<file path="src/rtl/cia_timer_bank.sv">
`default_nettype none
// ============================================================================
//  Module   : cia_timer_bank
//  Purpose  : Bank of NUM_TIMERS down-counting interval timers on the CIA-style
//             phi2-strobed register bus. The timers support one-shot mode,
//             reload, chaining, per-timer pulse/toggle outputs and a masked
//             interrupt register.
//  Revision : 1.0  initial release
// ============================================================================
module cia_timer_bank #(
    parameter int NUM_TIMERS = 4,
    parameter int WIDTH      = 16
) (
    input  logic                  clk,
    input  logic                  reset,
    input  logic                  phi2_p,
    input  logic                  phi2_n,
    input  logic                  cs_n,
    input  logic                  rw,
    input  logic [5:0]            rs,
    input  logic [7:0]            db_in,
    output logic [7:0]            db_out,
    input  logic                  cnt_in,
    output logic [NUM_TIMERS-1:0] tmr_out,
    output logic                  irq_n
);

    localparam int               c_B   = WIDTH / 8;
    localparam logic [WIDTH-1:0] c_ONE = {{(WIDTH-1){1'b0}}, 1'b1};
    localparam logic [5:0]       c_ICR = 6'h38;
    localparam logic [5:0]       c_IMR = 6'h39;

    // Per-timer state
    logic [WIDTH-1:0]      r_latch [NUM_TIMERS];
    logic [WIDTH-1:0]      r_cnt   [NUM_TIMERS];
    logic [1:0]            r_src   [NUM_TIMERS];
    logic [NUM_TIMERS-1:0] r_start;
    logic [NUM_TIMERS-1:0] r_out_en;
    logic [NUM_TIMERS-1:0] r_toggle;
    logic [NUM_TIMERS-1:0] r_oneshot;
    logic [NUM_TIMERS-1:0] r_fload;
    logic [NUM_TIMERS-1:0] r_tff;
    logic [NUM_TIMERS-1:0] r_pulse;

    // Shared interrupt / bus state
    logic [NUM_TIMERS-1:0] r_flags;
    logic [NUM_TIMERS-1:0] r_mask;
    logic                  r_irq_n;
    logic                  r_icr_clr;
    logic                  r_cnt_prev;
    logic                  r_cnt_pend;
    logic [7:0]            r_db_out;

    logic                  w_rd;
    logic                  w_wr;
    logic                  w_cnt_evt;
    logic [NUM_TIMERS-1:0] w_sel;
    logic [NUM_TIMERS-1:0] w_evt;
    logic [NUM_TIMERS-1:0] w_uf;
    logic [NUM_TIMERS-1:0] w_flags_next;
    logic                  w_irq_n_next;
    logic [WIDTH-1:0]      w_latch_new [NUM_TIMERS];
    logic [7:0]            w_rd_data;

    assign w_rd      = phi2_n & ~cs_n & rw;
    assign w_wr      = phi2_n & ~cs_n & ~rw;
    // An edge seen on the phi2_p clk itself still counts on that strobe
    assign w_cnt_evt = r_cnt_pend | (cnt_in & ~r_cnt_prev);
    assign db_out    = r_db_out;
    assign irq_n     = r_irq_n;

    // Timer-slot decode and merged latch value after any byte write this clk
    always_comb begin
        for (int i = 0; i < NUM_TIMERS; i++) begin
            w_sel[i]       = (rs[5:3] == 3'(i));
            w_latch_new[i] = r_latch[i];
            if (w_wr && w_sel[i]) begin
                for (int b = 0; b < c_B; b++) begin
                    if (rs[2:0] == 3'(b)) begin
                        w_latch_new[i][8*b +: 8] = db_in;
                    end
                end
            end
        end
    end

    // Count events and underflows; the chain ripples through all timers in one strobe
    always_comb begin
        logic w_chain;
        w_chain = 1'b0;
        w_evt   = '0;
        w_uf    = '0;
        for (int i = 0; i < NUM_TIMERS; i++) begin
            case (r_src[i])
                2'b00:   w_evt[i] = 1'b1;
                2'b01:   w_evt[i] = w_cnt_evt;
                2'b10:   w_evt[i] = w_chain;
                default: w_evt[i] = w_chain & cnt_in;
            endcase
            w_evt[i] = w_evt[i] & r_start[i] & phi2_p;
            w_uf[i]  = w_evt[i] & ~r_fload[i] & (r_cnt[i] == '0);
            w_chain  = w_uf[i];
        end
    end

    // Interrupt flag update: a pending ICR clear releases irq_n, a new underflow still sets its flag
    always_comb begin
        w_flags_next = (r_icr_clr ? '0 : r_flags) | w_uf;
        w_irq_n_next = r_icr_clr | ~(~r_irq_n | (|(w_flags_next & r_mask)));
    end

    // Timer outputs: pulse for one phi2 after underflow, or the toggle flip-flop
    always_comb begin
        for (int i = 0; i < NUM_TIMERS; i++) begin
            tmr_out[i] = r_out_en[i] & (r_toggle[i] ? r_tff[i] : r_pulse[i]);
        end
    end

    // Read-data multiplexer
    always_comb begin
        w_rd_data = 8'h00;
        if (rs == c_ICR) begin
            w_rd_data    = 8'(r_flags);
            w_rd_data[7] = ~r_irq_n;
        end else if (rs == c_IMR) begin
            w_rd_data = 8'(r_mask);
        end else begin
            for (int i = 0; i < NUM_TIMERS; i++) begin
                if (w_sel[i]) begin
                    if (rs[2:0] == 3'd4) begin
                        w_rd_data = {1'b0, r_src[i], 1'b0, r_oneshot[i],
                                     r_toggle[i], r_out_en[i], r_start[i]};
                    end else begin
                        for (int b = 0; b < c_B; b++) begin
                            if (rs[2:0] == 3'(b)) begin
                                w_rd_data = r_cnt[i][8*b +: 8];
                            end
                        end
                    end
                end
            end
        end
    end

    // All registered state: counting on phi2_p, bus accesses on phi2_n
    always_ff @(posedge clk) begin
        if (reset) begin
            for (int i = 0; i < NUM_TIMERS; i++) begin
                r_latch[i] <= '1;
                r_cnt[i]   <= '0;
                r_src[i]   <= 2'b00;
            end
            r_start    <= '0;
            r_out_en   <= '0;
            r_toggle   <= '0;
            r_oneshot  <= '0;
            r_fload    <= '0;
            r_tff      <= '0;
            r_pulse    <= '0;
            r_flags    <= '0;
            r_mask     <= '0;
            r_irq_n    <= 1'b1;
            r_icr_clr  <= 1'b0;
            r_cnt_prev <= cnt_in;
            r_cnt_pend <= 1'b0;
            r_db_out   <= 8'h00;
        end else begin
            r_cnt_prev <= cnt_in;
            if (phi2_p) begin
                r_cnt_pend <= 1'b0;
            end else if (cnt_in & ~r_cnt_prev) begin
                r_cnt_pend <= 1'b1;
            end

            for (int i = 0; i < NUM_TIMERS; i++) begin
                r_latch[i] <= w_latch_new[i];
            end

            if (phi2_p) begin
                for (int i = 0; i < NUM_TIMERS; i++) begin
                    if (r_fload[i] || w_uf[i]) begin
                        r_cnt[i] <= r_latch[i];
                    end else if (w_evt[i]) begin
                        r_cnt[i] <= r_cnt[i] - c_ONE;
                    end
                    if (w_uf[i]) begin
                        r_tff[i] <= ~r_tff[i];
                        if (r_oneshot[i]) begin
                            r_start[i] <= 1'b0;
                        end
                    end
                end
                r_fload   <= '0;
                r_pulse   <= w_uf;
                r_flags   <= w_flags_next;
                r_irq_n   <= w_irq_n_next;
                r_icr_clr <= 1'b0;
            end

            if (w_rd) begin
                r_db_out <= w_rd_data;
                if (rs == c_ICR) begin
                    r_icr_clr <= 1'b1;
                end
            end

            if (w_wr) begin
                if (rs == c_ICR) begin
                    if (db_in[7]) begin
                        r_mask <= r_mask | db_in[NUM_TIMERS-1:0];
                    end else begin
                        r_mask <= r_mask & ~db_in[NUM_TIMERS-1:0];
                    end
                end
                for (int i = 0; i < NUM_TIMERS; i++) begin
                    if (w_sel[i]) begin
                        if (rs[2:0] == 3'd4) begin
                            r_start[i]   <= db_in[0];
                            r_out_en[i]  <= db_in[1];
                            r_toggle[i]  <= db_in[2];
                            r_oneshot[i] <= db_in[3];
                            r_src[i]     <= db_in[6:5];
                            if (db_in[0] & ~r_start[i]) begin
                                r_tff[i] <= 1'b1;
                            end
                            if (db_in[4]) begin
                                r_fload[i] <= 1'b1;
                            end
                        end
                        // Top-byte write on a stopped timer also primes the counter
                        if ((rs[2:0] == 3'(c_B - 1)) && !r_start[i]) begin
                            r_cnt[i] <= w_latch_new[i];
                        end
                    end
                end
            end
        end
    end

endmodule
`default_nettype wire

</file>
<file path="config.mk">
export PLATFORM = sky130hd
export DESIGN_NAME = cia_timer_bank
export DESIGN_NICKNAME = d
export VERILOG_FILES = /design/src/rtl/cia_timer_bank.sv
export SDC_FILE = /design/constraint.sdc
export NUM_CORES = 1
export LEC_CHECK = 0
export ABC_AREA = 0
export CAP_MARGIN = 15
export CELL_PAD_IN_SITES_DETAIL_PLACEMENT = 0
export CELL_PAD_IN_SITES_GLOBAL_PLACEMENT = 2
export CORE_MARGIN = 5
export CORE_UTILIZATION = 35
export DETAILED_ROUTE_END_ITERATION = 8
export GPL_TIMING_DRIVEN = 1
export PLACE_DENSITY_LB_ADDON = 0.12
export REMOVE_ABC_BUFFERS = 1
export SKIP_CTS_REPAIR_TIMING = 1
export SLEW_MARGIN = 20
export SYNTH_ARGS = -nofsm -noshare
export SYNTH_HDL_FRONTEND = slang
export SYNTH_SLANG_ARGS = --single-unit
</file>
<file path="constraint.sdc">
create_clock -name clk -period 6.4 [get_ports clk]
set_input_delay 0.64 -clock clk [delete_from_list [all_inputs] [get_ports clk]]
set_output_delay 0.64 -clock clk [all_outputs]
set_load 0.02 [all_outputs]
</file>
Word level (Yosys, flattened, before mapping)
Memories as Yosys holds them, arrays and structs flattened.
Index checks and enable logic that the tools add are counted.
- register bits after elaboration: 48
- output and inout bits: 13
- logic and storage cells: 342
- bits in read-only memories: 0
- memories kept: 3
- memory bits (writable): 136
- input bits: 21
- bits in latches: 0
- memory list (name ; depth ; bits a word ; read ports ; clocked after memory_dff ; wr ports ; RTL line ; text):
    r_cnt ; 4 ; 16 ; 4 ; 0 ; 4 ; 35 ; logic [WIDTH-1:0] r_cnt [NUM_TIMERS];
    r_latch ; 4 ; 16 ; 4 ; 0 ; 4 ; 34 ; logic [WIDTH-1:0] r_latch [NUM_TIMERS];
    r_src ; 4 ; 2 ; 4 ; 0 ; 4 ; 36 ; logic [1:0] r_src [NUM_TIMERS];
- shifts and indexed selects: 0
- reductions and logical operators: 33
- equal/unequal tests: 14
- multiplexer cells: 189
- add/subtract/negate cells: 4
- bitwise gates (word level): 76
- order comparisons: 0
- div/mod/pow operators: 0
- multipliers: 0
- operator list (kind ; count):
    16-bit two-way mux ; 20
    8-bit two-way mux ; 26
    1-bit two-way mux ; 127
    16-bit logical NOT ; 4
    16-bit by 1-bit subtractor with 16-bit output (second input constant) ; 4
    4-bit two-way mux ; 8
    1-bit AND ; 31
    1-bit OR ; 23
    1-bit NOT ; 17
    6-bit equality test (second input constant) ; 2
    3-bit AND reduction ; 4
    1-bit one-hot mux with 3 select lines ; 3
    4-bit AND ; 2
    2-bit by 1-bit equality test with 1-bit output (second input constant) ; 4
    1-bit logical AND ; 8
    2-bit logical NOT ; 4
    2-bit two-way mux ; 4
    4-bit OR ; 2
    2-bit equality test (second input constant) ; 3
    3-bit by 1-bit equality test with 1-bit output (second input constant) ; 2
    3-bit by 2-bit equality test with 1-bit output (second input constant) ; 2
    3-bit logical NOT ; 2
    1-bit logical NOT ; 4
    1-bit logical OR ; 4
    other kinds (6) ; 6

Logic depth before layout (Yosys ltp)
- depth in word-level cells: 34
- gate-level depth with buffers: 12
- depth with buffers taken out: 10

Least setup slack after synthesis
Ideal clock, no wire load.
- path type: input-to-reg
- from: input rw
- to: memory r_cnt[2][3], data pin
- data required time: 6.139 ns
- arrival time: 2.998 ns
- library setup time: 0.261 ns
- stages: 10
- slack: 3.142 ns
- buffers on the path: 2
- path through: or3b_1 clkbuf_1 or4_1 or3_1 buf_2 o2111ai_1 o311a_2 o21ai_1 and2_4 a221o_1
- RTL lines (element ; RTL line ; text):
    start, declared ; 19 ; input logic rw,
    end, declared ; 35 ;

==> impl_metrics.py <==
metrics = {
    "pwr": {
        "p_sw_uw": 671.9,
        "sequentialPowerShare": 0.503,
        "p_int_uw": 1835,
        "sw_frac_of_total": 0.2680,
        "p_leak_uw": 0.004097,
        "combPwrFrac": 0.078,
        "irDropWorstVdd_uv": 155.1,
        "pwr_density_cell_mw_per_mm2": 224.7,
        "clockPowerShare": 0.419,
    },
    "yosys": {
        "synthFlopType": "dfxtp_1",
        "synthArstFlopShare": 0,
        "synth_cell_types": 68,
        "synthCells": 1098,
        "synth_edf_count": 72,
        "ys_ff_latch": 184,
        "yosys_warnings": 0,
        "yosysSeqAreaShare": 0.4439,
        "synth_area_mm2": 0.009921,
        "syn_area_per_cell_um2": 9.035,
    },
    "sta": {
        "post-route-min-period_ns": 4.262,
        "whs_ns": 0.4563,
        "skew_ns": 0.01867,
        "rsz0062_at_grt": "false",
        "final.setup.tns_ns": 0,
        "max_freq_mhz": 234.7,
        "slew_headroom": 0.2357,
        "slew_viol_final": 0,
        "fin_crit_sh": 0.6659,
        "tightest_slew_ns": 1.118,
        "hold_viol": 0,
        "setup-violations-final": 0,
    },
    "placed_design": {
        "port_buffers": 33,
        "place_congestion": 0.8181,
        "dp_cells": 1461,
        "dp.final_hpwl_um": 22950,
    },
    "grt": {
        "grt_pass1_wl_um": 52610,
        "antenna_found_initial": 0,
        "first_global_vias": 8508,
        "grt_overflow_total": 0,
        "track_usage": 0.2175,
        "grt_max_degree": 61,
    },
    "routing": {
        "drc": 0,
        "firstDrtPassIters": 5,
        "vias": 8490,
        "avgRoutedWirePerCell_um": 22.78,
        "wl_um": 34020,
        "drt_iter0_markers": 629,
        "vias_per_cell": 5.687,
        "ant_nets": 0,
    },
    "outcome": {
        "status": "complete, no violations",
    },
    "critical_path": {
        "slowest_delay_ns": 0.85,
        "rr_endpoint": "r_cnt[2][4]$_DFFE_PP_",
        "r2r_slack_ns": 2.31,
        "slowest_stage": "clkdlybuf4s50_1",
        "criticalPathCategory": "input port to flip-flop",
        "crit_top_cell": "o31a_1",
        "end_kind": "flip-flop",
        "cp.arrival_ns": 4.44,
        "cp_data_required_time_ns": 6.58,
        "path_max_fanout": 15,
        "critPathLaunchType": "input port",
        "reg2reg_from": "r_cnt[0][3]$_DFFE_PP_",
        "path_cells": "clkdlybuf4s50_1, nor4bb_1, o21ai_1, o31a_1, or2_2, o31a_1, nand2b_1, nor2_1, a221o_1",
        "ff2ff_path_depth": 8,
    },
    "cells_and_area": {
        "final_common_cell": "nor2_1",
        "num-fill-cells": 2871,
        "final_cell_mix": "nor2_1, nand2_1, dfxtp_1, edfxtp_1, a21oi_1",
        "stdcell_count": 1493,
        "antenna_cells": 0,
        "area_growth_syn_to_layout_pct": 12.43,
        "drive_above_1_share": 0.06368,
        "nNetsFinal": 1128,
    },
    "hold_path": {
        "hold-path-endpoint": "db_out[4]$_SDFFE_PP0P_",
        "holdPathStages": 2,
        "hp-class": "flip-flop to flip-flop",
        "worstHoldStart": "db_out[4]$_SDFFE_PP0P_",
    },
    "clocking": {
        "cts_buffers": 17,
        "htree_levels": 4,
        "clk_latency_ns": 0.45,
        "cts_num_sinks": 184,
        "cts.clk_slew.worst_paths_ns": 0.07,
        "clk_path_buf_depth": 2,
        "cts_tree": "yes",
        "cts_root_buffer": "clkbuf_16",
    },
    "floorplanning": {
        "die_area_mm2": 0.03181,
        "die_h_um": 178.4,
        "die_w_um": 178.4,
        "core_mm2": 0.02786,
        "ios": 34,
        "rows": 61,
        "start_util": 0.3561,
    },
    "run": {
        "drv_cap": 0,
    },
}
-- power groups by stage --
| stage | Clock, uW | Sequential (uW) | Combinational [uW] |
|---|---|---|---|
| floorplan | 0 | 1280 | 87.7 |
| global placement | 0 | 1290 | 196 |
| detailed placement | 0 | 1290 | 195 |
| CTS | 1070 | 1260 | 196 |
| global route | 1120 | 1260 | 210 |
| finish | 1050 | 1260 | 195 |
-- area by class of cell --
class / instances / area [um^2] / share of cell area
Timing Repair Buffer: 51 / 457.9 / 0.04105
Sequential cell: 184 / 4404 / 0.3948
Clock inverter: 12 / 102.6 / 0.009198
Multi-Input combinational cell: 833 / 5202 / 0.4664
Tap cell: 378 / 473.0 / 0.04240
Inverter: 15 / 56.30 / 0.005048
Clock buffer: 20 / 457.9 / 0.04105
-- worst max path at each step --
stage	to	slack [ns]	startpoint
final	r_cnt[2][4]$_DFFE_PP_	2.14	phi2_p
after global routing	r_cnt[2][4]$_DFFE_PP_	2.00	phi2_p
after CTS	r_cnt[2][4]$_DFFE_PP_	2.18	phi2_p
after detailed placement	r_cnt[2][4]$_DFFE_PP_	1.72	phi2_p
after global placement	r_cnt[2][7]$_DFFE_PP_	1.80	phi2_n
after floorplan	r_cnt[2][4]$_DFFE_PP_	2.47	rw
-- cell families (layout without fill, tap and decap cells) --
logic type               count (synthesis)  after routing  share of synthesized area
AO/OA/AOI/OAI                          261            261                     0.1865
XOR/XNOR                                52             52                    0.04591
adder cells (fa/ha/maj)                  5              5                   0.006306
buffers and inverters                   81             98                    0.03304
flip-flops                             184            184                     0.4439
multiplexers                            47             47                    0.04767
AND/OR/NAND/NOR                        468            468                     0.2366
-- worst max-delay path: cells and delay by family --
kind	cells	cell delay (ns)
buffers and inverters	1	0.85
AND/OR/NAND/NOR	4	1.39
AO/OA/AOI/OAI	4	1.54
-- cell usage after synthesis (all sizes together) (24+ instances only) --
master  number  share of area
nor2       131          0.050
a22o        25          0.022
o22ai       47          0.030
mux2i       45          0.045
clkbuf      52          0.020
nand3b      24          0.018
nor3        40          0.021
nor2b       32          0.020
dfxtp      112           0.23
a21oi       58          0.029
edfxtp      72           0.22
nand2      119          0.045
nand2b      38          0.024
xnor2       34          0.030
-- metal layers --
| metal | routed length, um | share of wire | up-vias | track usage |
|---|---|---|---|---|
| met1 | 15840 | 0.47 | 4193 | 0.3044 |
| li1 | - | - | 4039 | - |
| met3 | 1568 | 0.046 | 36 | 0.02353 |
| met4 | 583 | 0.017 | 0 | 0.05724 |
| met5 | 0 | 0 | - | 0 |
| met2 | 16020 | 0.47 | 222 | 0.3591 |
-- flip-flops by register name (all words and copies together) (netlist names), 8 cells and up, named ones only --
register  cells
db_out        8
r_cnt        64
r_latch      64
r_src         8
-- through the flow --
step	power [uW]	instance area (um^2)	utilization	worst slack, ns
finish	2507	11150	0.4004	2.138
global route	2591	11150	0.4004	1.995
CTS	2525	11150	0.4003	2.177
detailed placement	1482	10590	0.3802	1.719
global placement	1484	10590	0.3802	1.802
floorplan	1367	9649	-	2.465
No activity file was read; power rests on OpenSTA's default activity.
